==> config.mk <==
export PLATFORM = sky130hd
export DESIGN_NAME = shift_sequencer
export DESIGN_NICKNAME = d
export VERILOG_FILES = /design/src/rtl/shift_sequencer.sv
export SDC_FILE = /design/constraint.sdc
export NUM_CORES = 1
export LEC_CHECK = 0
export CELL_PAD_IN_SITES_DETAIL_PLACEMENT = 1
export CELL_PAD_IN_SITES_GLOBAL_PLACEMENT = 1
export CORE_ASPECT_RATIO = 1.1
export CORE_MARGIN = 3
export CORE_UTILIZATION = 30
export DETAILED_ROUTE_END_ITERATION = 8
export PLACE_DENSITY = 0.72
export SLEW_MARGIN = 0
export SYNTH_ARGS = -nofsm -noshare
export SYNTH_HDL_FRONTEND = slang
export SYNTH_SLANG_ARGS = --single-unit
==> constraint.sdc <==
create_clock -name clk -period 2.69 [get_ports clk]
set_input_delay 0.4035 -clock clk [delete_from_list [all_inputs] [get_ports clk]]
set_output_delay 0.4035 -clock clk [all_outputs]
set_load 0.01 [all_outputs]
==> src/rtl/shift_sequencer.sv <==
// shift_sequencer: multi-cycle shifter for the ALU shift path.
// Accepts one request through a start/busy/done handshake. The operand is
// then shifted a little each cycle until the requested count is used up.
// Supported ops: SRL, SLL, SRA, and a fixed left shift for LUI immediates.
// Optional build macro SHIFT_FAST_EN: shift 4 bits per cycle while at
// least 4 positions remain. Without it, every step is 1 bit.
module shift_sequencer #(
  parameter int XLEN      = 32,
  parameter int LUI_SHAMT = 12
) (
  input  logic            clk,
  input  logic            rst_n,
  input  logic            start,
  input  logic [1:0]      op,
  input  logic [XLEN-1:0] operand,
  input  logic [4:0]      shamt,
  input  logic            abort,
  output logic            busy,
  output logic            done,
  output logic [XLEN-1:0] result
);

  typedef enum logic [1:0] {
    S_IDLE  = 2'b00,
    S_SHIFT = 2'b01,
    S_DONE  = 2'b10
  } state_e;

  localparam logic [1:0] OP_SRL  = 2'b00;
  localparam logic [1:0] OP_SLL  = 2'b01;
  localparam logic [1:0] OP_SRA  = 2'b10;
  localparam logic [1:0] OP_LUI  = 2'b11;
  localparam logic [4:0] LUI_CNT = 5'(LUI_SHAMT);

  state_e            state_q;
  logic [1:0]        op_q;
  logic [XLEN-1:0]   acc_q;
  logic [XLEN-1:0]   acc_d;
  logic [4:0]        cnt_q;
  logic [4:0]        cnt_d;
  logic [4:0]        cnt_load_s;
  logic [XLEN-1:0]   acc_step1_s;
  logic              busy_q;
  logic              done_q;
`ifdef SHIFT_FAST_EN
  logic [XLEN-1:0]   acc_step4_s;
`endif

  // Pick the initial count: LUI-shift ignores shamt and uses the fixed amount
  always_comb begin
    cnt_load_s = shamt;
    if (op == OP_LUI) begin
      cnt_load_s = LUI_CNT;
    end else begin
      cnt_load_s = shamt;
    end
  end

  // Single-bit step, with the fill bit chosen by the latched op
  always_comb begin
    acc_step1_s = acc_q;
    case (op_q)
      OP_SRL:  acc_step1_s = {1'b0, acc_q[XLEN-1:1]};
      OP_SLL:  acc_step1_s = {acc_q[XLEN-2:0], 1'b0};
      OP_SRA:  acc_step1_s = {acc_q[XLEN-1], acc_q[XLEN-1:1]};
      OP_LUI:  acc_step1_s = {acc_q[XLEN-2:0], 1'b0};
      default: acc_step1_s = acc_q;
    endcase
  end

`ifdef SHIFT_FAST_EN
  // Four-bit step, with the same fill rules as the single-bit step
  always_comb begin
    acc_step4_s = acc_q;
    case (op_q)
      OP_SRL:  acc_step4_s = {4'b0000, acc_q[XLEN-1:4]};
      OP_SLL:  acc_step4_s = {acc_q[XLEN-5:0], 4'b0000};
      OP_SRA:  acc_step4_s = {{4{acc_q[XLEN-1]}}, acc_q[XLEN-1:4]};
      OP_LUI:  acc_step4_s = {acc_q[XLEN-5:0], 4'b0000};
      default: acc_step4_s = acc_q;
    endcase
  end

  // Next accumulator and count: use a wide step while at least 4 positions remain
  always_comb begin
    acc_d = acc_q;
    cnt_d = cnt_q;
    if (cnt_q >= 5'd4) begin
      acc_d = acc_step4_s;
      cnt_d = cnt_q - 5'd4;
    end else if (cnt_q != 5'd0) begin
      acc_d = acc_step1_s;
      cnt_d = cnt_q - 5'd1;
    end else begin
      acc_d = acc_q;
      cnt_d = cnt_q;
    end
  end
`else
  // Next accumulator and count: one bit per cycle
  always_comb begin
    acc_d = acc_q;
    cnt_d = cnt_q;
    if (cnt_q != 5'd0) begin
      acc_d = acc_step1_s;
      cnt_d = cnt_q - 5'd1;
    end else begin
      acc_d = acc_q;
      cnt_d = cnt_q;
    end
  end
`endif

  // Handshake FSM. busy and done are registered: done pulses on the edge that leaves DONE
  always_ff @(posedge clk or negedge rst_n) begin
    if (!rst_n) begin
      state_q <= S_IDLE;
      op_q    <= 2'b00;
      acc_q   <= '0;
      cnt_q   <= 5'd0;
      busy_q  <= 1'b0;
      done_q  <= 1'b0;
    end else begin
      done_q <= 1'b0;
      if (abort) begin
        // Cancel: acc keeps its partial value and no done is produced
        state_q <= S_IDLE;
        busy_q  <= 1'b0;
      end else begin
        case (state_q)
          S_IDLE: begin
            if (start) begin
              acc_q  <= operand;
              op_q   <= op;
              cnt_q  <= cnt_load_s;
              busy_q <= 1'b1;
              if (cnt_load_s != 5'd0) begin
                state_q <= S_SHIFT;
              end else begin
                state_q <= S_DONE;
              end
            end else begin
              state_q <= S_IDLE;
            end
          end
          S_SHIFT: begin
            acc_q <= acc_d;
            cnt_q <= cnt_d;
            if (cnt_d == 5'd0) begin
              state_q <= S_DONE;
            end else begin
              state_q <= S_SHIFT;
            end
          end
          S_DONE: begin
            busy_q  <= 1'b0;
            done_q  <= 1'b1;
            state_q <= S_IDLE;
          end
          default: begin
            busy_q  <= 1'b0;
            state_q <= S_IDLE;
          end
        endcase
      end
    end
  end

  assign busy   = busy_q;
  assign done   = done_q;
  assign result = acc_q;

endmodule

# Word-level counts from Yosys, hierarchy flattened

Cells that the tools add are included.

Word-level logic and storage cells: 50
Input bits: 43
Flip-flop bits (word level): 43
Output and inout bits: 34

Mux-type cells: 18
Reduce and logical (&&, ||, !) cells: 12
Equal/unequal tests: 11
Bitwise logic cells: 1
$add $sub $neg: 1

Operator list:

| operator            | count |
|---|---|
| $pmux 32 s3         | 1 |
| $mux 32             | 2 |
| $pmux 32 s2         | 1 |
| $mux 5              | 3 |
| $pmux 5 s2          | 1 |
| $reduce_bool 5->1   | 2 |
| $eq 2x2->1 const B  | 4 |
| $mux 2              | 4 |
| $ne 2x2->1 const B  | 4 |
| $reduce_and 3->1    | 2 |
| $logic_not 5->1     | 1 |
| $reduce_and 5->1    | 1 |
| $sub 5x1->5 const B | 1 |
| $eq 2x1->1 const B  | 2 |
| $logic_not 2->1     | 2 |
| $mux 1              | 4 |
| $pmux 2 s2          | 1 |
| $reduce_and 4->1    | 1 |
| $ne 3x3->1 const B  | 1 |
| $pmux 1 s2          | 1 |
| $reduce_and 2->1    | 1 |
| $reduce_bool 2->1   | 1 |
| $reduce_or 2->1     | 1 |
| $not 1->1           | 1 |

# Longest topological paths before layout

Gate-level depths: netlist of the first run.

Depth in word-level cells: 7
Gate-level depth with buffers: 8
Depth with buffers taken out: 6

# Worst setup path before layout of the first run

Ideal clock, no wire load.

Path kind: register to register
From: register cnt_q[0]
To: register acc_q[31], in the netlist result[31]
Data required time: 2565 ps
Arrival time: 1811 ps
Clock period less this slack: 1936 ps
Library setup time: 125 ps
Buffers on the path: 1
Cell stages (with the launch flop): 8
Setup slack: 754 ps
Cells stage by stage: dfrtp_1 > inv_1 > ha_1 > or4b_4 > o211ai_2 > buf_6 > a31oi_2 > mux2_4

Cells in the longest elaborated chain, start to end: 3

Ends and longest elaborated chain:

| item                       | RTL line | text |
|---|---|---|
| from (decl)                | 39       | `logic [4:0] cnt_q;` |
| from (signal assigned)     | 135      | `cnt_q <= cnt_load_s;` |
| from (signal assigned)     | 148      | `cnt_q <= cnt_d;` |
| $reduce_bool 5->1          | 104      | `if (cnt_q != 5'd0) begin` |
| $ne 2x2->1 (no line)       | n/a      |  |
| $reduce_and 5->1 (no line) | n/a      |  |
| to (signal assigned)       | 133      | `acc_q <= operand;` |
| to (decl)                  | 37       | `logic [XLEN-1:0] acc_q;` |

No other way between the ends.
A chain may end at the register's enable or synchronous reset.

# Final worst setup path of the first run

From: register cnt_q[0]
To: register acc_q[1], in the netlist result[1]

Cells in the longest elaborated chain, start to end: 3

Ends and longest elaborated chain:

| item                       | RTL line |
|---|---|
| $reduce_bool 5->1          | 104 |
| $ne 2x2->1 (no line)       | n/a |
| $reduce_and 4->1 (no line) | n/a |

No other way between the ends.

==> results.tsv, run 1 <==
metric	value	unit
Critical Path AT	2.44	ns
Initial Utilization	0.315	
share of layout cells above drive strength 1	0.0661	
main flop type after synthesis	dfrtp_1	
Clock Latency Late Sink	0.29	ns
gr ovfl total	0	
dpl hpwl	5.28	mm
largest net degree at the start of global routing	31	
total negative slack	0	ns
clock skew	0.00492	ns
Worst EP required	2.85	ns
Final Util	0.438	
total number of vias	2262	
final net count	392	
Total Die Area	9140	µm²
Max-Cap Viols	0	
Period minus WS final	2.28	ns
clock-pin slew on the worst setup and hold paths	0.08	ns
Top-Level Pins	77	
drt via density	4.99	
core area	7640	µm²
post_cts resized	0	
TritonCTS clock tree	done	
Worst R2R Start	cnt_q[0]$_DFFE_PN0P_	
Critical path origin	cnt_q[0]$_DFFE_PN0P_	
die width	91.4	µm
Synth Area in XOR/XNOR	0.00364	
row cnt	33	
main combinational cell family by area after synthesis	compound AO/OA/AOI/OAI gates	
RSZ-0062 raised after global routing	false	
most frequent cells in the layout	clkdlybuf4s50_1 (75), dfrtp_1 (42), nand2_1 (41)	
worst setup margin	0.412	ns
crit start category	flip-flop	
first-pass GRT wire length	12.0	mm
Routed Antenna Nets	0	
post-synthesis cell area	2410	µm²
complex-gate fraction of the synthesized area	0.196	
critical path type	flip-flop to flip-flop	
routing usage on met3	0.0277	
slack of the worst reg-to-reg path	0.41	ns
maximum VDD drop	0.224	mV
post-synthesis simple-gate area fraction	0.168	
htree depth	2	
fmax	439	MHz
clock tree buffer depth	2	
placed cell area	3260	µm²
Layout Cells excl Fill	453	
multiplexer share of the synthesized area	0.136	
Final Cycle Share	0.847	
register bit total from synthesis	43	
Post-Syn Instances	277	
gr usage total	0.159	
Final Max Tran Viols	0	
Rel. slew slack	0.530	
drt first pass iters	4	
CTS hold repair buffers	0	
Setup-failing EPs final	0	
DRC Markers	0	
die height	100	µm
post-synth top area share	0.447	
initial drt markers	101	
DR WL/cell	15.4	µm
Adder-Cell Fraction of Synth Area	0.00519	
Critical Path Fanout Max	26	
Root Driver	clkbuf_8	
Synthesized Nets	321	
post-synth cell types	40	
Layout area overhead	39.0	%
Hold Crit Class	primary input to async pin	
most common cell after layout, fill and taps aside	clkdlybuf4s50_1	
critical path capture point type	flip-flop	
Async SR Flop Fraction	1.00	
M2 GR Usage	0.274	
initial antenna violation count	0	
Ys Warns	0	
top post-synthesis cells by area	dfrtp_1 (45%), mux2i_1 (12%), o21ai_0 (7.9%)	
cell area power density	761	nW/µm²
Most Used Layer, Global Route	met2	
Synth Area per Inst	8.70	µm²
status	finished clean	
ant diodes	0	
Reg2Reg Depth	6	
Post CTS Setup Buffer Count	0	
Final Hold Fails	0	
clk sinks	43	
Static Leak	1.41	nW
worst slew pin tran	0.705	ns
vias in the first global route	2445	
Num CTS Buffers	5	
fin area	3350	µm²
PortBufs	76	
GP Congestion	0.828	
DP Worst Slack	0.420	ns
worst flop-to-flop path endpoint	result[1]$_DFFE_PN0P_	
Setup crit end	result[1]$_DFFE_PN0P_	
Post-synth EDFFs	0	
placed cell count	446	
drt total wl	6.96	mm
M1 GR Usage	0.205	
register area share after synthesis	0.447	
Synth area leader	dfrtp_1	
==> worst max-delay path: stages (launching register included) <==
cell and delay (ns):
dfrtp_1 0.46, inv_1 0.09, ha_1 0.22, or4b_4 0.53, o211ai_4 0.38, buf_4 0.33, o21ai_0 0.15
==> report_power, final <==
part | leakage [nW] | internal [mW] | switching, mW
Sequential | 0.540 | 0.822 | 0.236
Clock | 0.0470 | 0.202 | 0.220
Combinational | 0.822 | 0.582 | 0.484
Total | 1.41 | 1.61 | 0.941
==> per-stage QoR <==
stage	hold slack, ns	power, mW
floorplan	0.108	1.60
CTS	0.169	2.58
global route	0.208	2.74
finish	0.155	2.55
global placement	0.479	2.11
detailed placement	0.489	2.15
==> area by class of cell <==
cell class                      instances  area [µm²]
Clock buffer                            6        82.6
Clock inverter                          1        5.00
Fill cell                             914        4290
Inverter                                4        15.0
Multi-Input combinational cell        212        1240
Sequential cell                        43        1080
Tap cell                              105         131
Timing Repair Buffer                   82         801
==> cells by family after synthesis <==
logic type      Yosys count
compound gates           85
xor+xnor                  1
fa+ha+maj                 1
buf+inv                  22
flops                    43
mux                      32
simple gates             93
==> how the worst min path moves through the flow <==
stage | endpoint | depth (start not counted)
final | result[15]$_DFFE_PN0P_ | 1
after global routing | result[15]$_DFFE_PN0P_ | 1
after CTS | result[15]$_DFFE_PN0P_ | 1
after detailed placement | result[15]$_DFFE_PN0P_ | 1
after global placement | result[15]$_DFFE_PN0P_ | 1
after floorplan | busy$_DFFE_PN0P_ | 0
==> routing by layer <==
layer	vias up	routed length (µm)
met5	-	0
met4	0	69
met3	7	286
met2	54	3480
met1	1105	3120
li1	1096	-
==> synthesized netlist by cell type, types with 2 or more instances <==
cell	instances
dfrtp_1	43
nand2_1	41
o21ai_0	38
a21oi_1	35
nor2_1	33
mux2i_1	30
clkbuf_1	7
buf_2	4
inv_1	4
and3_1	3
buf_4	3
nor2b_1	3
a2bb2oi_1	2
buf_1	2
nand2b_1	2
nand3_1	2
nor3_1	2
==> sequential cells by signal (all words and copies together) (netlist names) <==
| register | flops |
|---|---|
| busy | 1 |
| done | 1 |
| state_q | 2 |
| result | 32 |
| cnt_q | 5 |
| op_q | 2 |
Note: power is estimated with default switching activity, not from simulation.
==> run 2, diff against run 1 <==
- PLACE_DENSITY: 0.72 -> 0.75
- clock period: 2.69 -> 2 ns (I/O delays scaled with it)
==> results.tsv, run 2 (synthesis results as in run 1) <==
metric	value	unit	change
status	finished clean		
vias in the first global route	2390		-2.2%
M1 GR Usage	0.214		+0.00965
critical path type	flip-flop to flip-flop		
placed cell count	452		+1.3%
die width	91.4	µm	unchanged
Min Hold Slack	0.509	ns	+0.355 ns
largest net degree at the start of global routing	27		-13%
M2 GR Usage	0.259		-0.0152
Hold Crit Class	flip-flop to flip-flop		
clock-pin slew on the worst setup and hold paths	0.08	ns	about the same
htree depth	2		unchanged
total negative slack	0	ns	unchanged
Worst EP required	2.19	ns	-0.66 ns
Comb pwr share	0.426		+0.007
gr ovfl total	0		unchanged
Worst R2R Start	cnt_q[0]$_DFFE_PN0P_		
Static Leak	1.47	nW	+4.1%
Final Power	3.65	mW	+43%
Initial Utilization	0.315		unchanged
Rel. slew slack	0.632		+0.102
Layout area overhead	44.4	%	
row cnt	33		unchanged
gr usage total	0.159		+0.000243
Top-Level Pins	77		unchanged
Final Hold Fails	0		unchanged
crit start category	flip-flop		
Max-Cap Viols	0		unchanged
initial drt markers	83		-18%
TritonCTS clock tree	done		
critical path capture point type	flip-flop		
register share of total power	0.382		-0.033
fmax	517	MHz	+18%
ant diodes	0		unchanged
clk sinks	43		unchanged
slack of the worst reg-to-reg path	0.07	ns	-0.34 ns
core area	7640	µm²	unchanged
first-pass GRT wire length	11.8	mm	-1.4%
Most Used Layer, Global Route	met2		
Net Sw Frac	0.354		-0.0157
Routed Antenna Nets	0		unchanged
Final Max Tran Viols	0		unchanged
worst flop-to-flop path endpoint	result[31]$_DFFE_PN0P_		
dpl hpwl	5.45	mm	+3.2%
DRC Markers	0		unchanged
final net count	399		+1.8%
Final Cycle Share	0.967		+0.120
drt via density	4.91		-1.6%
end of the worst hold path	busy$_DFFE_PN0P_		
worst slew pin tran	0.552	ns	-0.153 ns
Critical Path AT	2.12	ns	-0.32 ns
Setup-failing EPs final	0		unchanged
hold path start	busy$_DFFE_PN0P_		
maximum VDD drop	0.303	mV	+35%
Critical Path Fanout Max	5		-81%
most common cell after layout, fill and taps aside	clkdlybuf4s50_1		
placed cell area	3320	µm²	+1.8%
NetSw	1.29	mW	+37%
Num CTS Buffers	5		unchanged
cell area power density	1050	nW/µm²	+38%
RSZ-0062 raised after global routing	false		
Root Driver	clkbuf_8		
routing usage on met3	0.0300		+0.00225
Int Power	2.36	mW	+47%
GP Congestion	0.810		-2.2%
clock power share	0.192		+0.026
WHS Path Cells	1		
Final Util	0.455		+0.0169
DR WL/cell	15.5	µm	+0.68%
Reg2Reg Depth	6		unchanged
worst setup margin	0.0668	ns	-0.345 ns
initial antenna violation count	0		unchanged
drt total wl	7.13	mm	+2.5%
PortBufs	76		unchanged
die height	100	µm	unchanged
DP Worst Slack	0.0402	ns	-0.379 ns
Layout Cells excl Fill	461		+1.8%
fin area	3480	µm²	+3.8%
Clock Latency Late Sink	0.29	ns	about the same
most frequent cells in the layout	clkdlybuf4s50_1 (75), dfrtp_1 (42), nand2_1 (41)		
max FFs per register	32		unchanged
Total Die Area	9140	µm²	unchanged
drt first pass iters	4		unchanged
clock tree buffer depth	2		unchanged
Period minus WS final	1.93	ns	-0.345 ns
total number of vias	2264		+0.088%
share of layout cells above drive strength 1	0.0927		+0.0266
clock skew	0.00565	ns	+0.000732 ns
## run 2: changes by cell type in the layout (fill, tap and decap cells not counted), sizes merged
cell	delta
buf	+6
bufinv	+1
dlygate4sd3	+1
## run 2: worst max path at each step
stage,start,slack (ns),to,cells past startpoint
global route,cnt_q[0]$_DFFE_PN0P_,0.006,result[31]$_DFFE_PN0P_,6
finish,cnt_q[0]$_DFFE_PN0P_,0.07,result[31]$_DFFE_PN0P_,6
detailed placement,cnt_q[0]$_DFFE_PN0P_,0.04,result[21]$_DFFE_PN0P_,6
floorplan,cnt_q[0]$_DFFE_PN0P_,0.06,result[31]$_DFFE_PN0P_,7
CTS,cnt_q[0]$_DFFE_PN0P_,0.02,state_q[1]$_DFF_PN0_,6
global placement,cnt_q[0]$_DFFE_PN0P_,0.14,result[21]$_DFFE_PN0P_,6
## run 2: worst max-delay path, stage by stage (launching register included)
cell,delay [ns]
dfrtp_1,0.40
inv_2,0.08
ha_4,0.15
or4b_4,0.51
o211ai_4,0.30
a31oi_2,0.08
mux2_4,0.30
## run 2: power by group through the flow
stage                     combinational, mW  clock (mW)  sequential, mW
after floorplan                       0.738           0            1.42
after global placement                 1.47           0            1.42
after detailed placement               1.53           0            1.42
after CTS                              1.54       0.723            1.40
after global routing                   1.72       0.754            1.45
final                                  1.56       0.701            1.39
## run 2: timing repair
item                       4_1_cts  5_1_grt
setup endpoints to repair        0       35
setup buffers                    0        0
hold endpoints to repair         8        0
gates resized for setup          0        9
hold buffers                     1        0
## run 2: area by class of cell
cell class              instances  area (µm²)
repair buffers                 89         887
multi-input cells             212        1250
clock buffers                   6        82.6
well taps                     105         131
flip-flops and latches         43        1080
inverters                       4        15.0
clock inverters                 2        35.0
fillers                       909        4160
## run 2: layer usage
layer	vias up	part of all wire
li1	1115	-
met1	1081	0.46
met2	58	0.48
met3	10	0.044
met4	0	0.012
met5	-	0
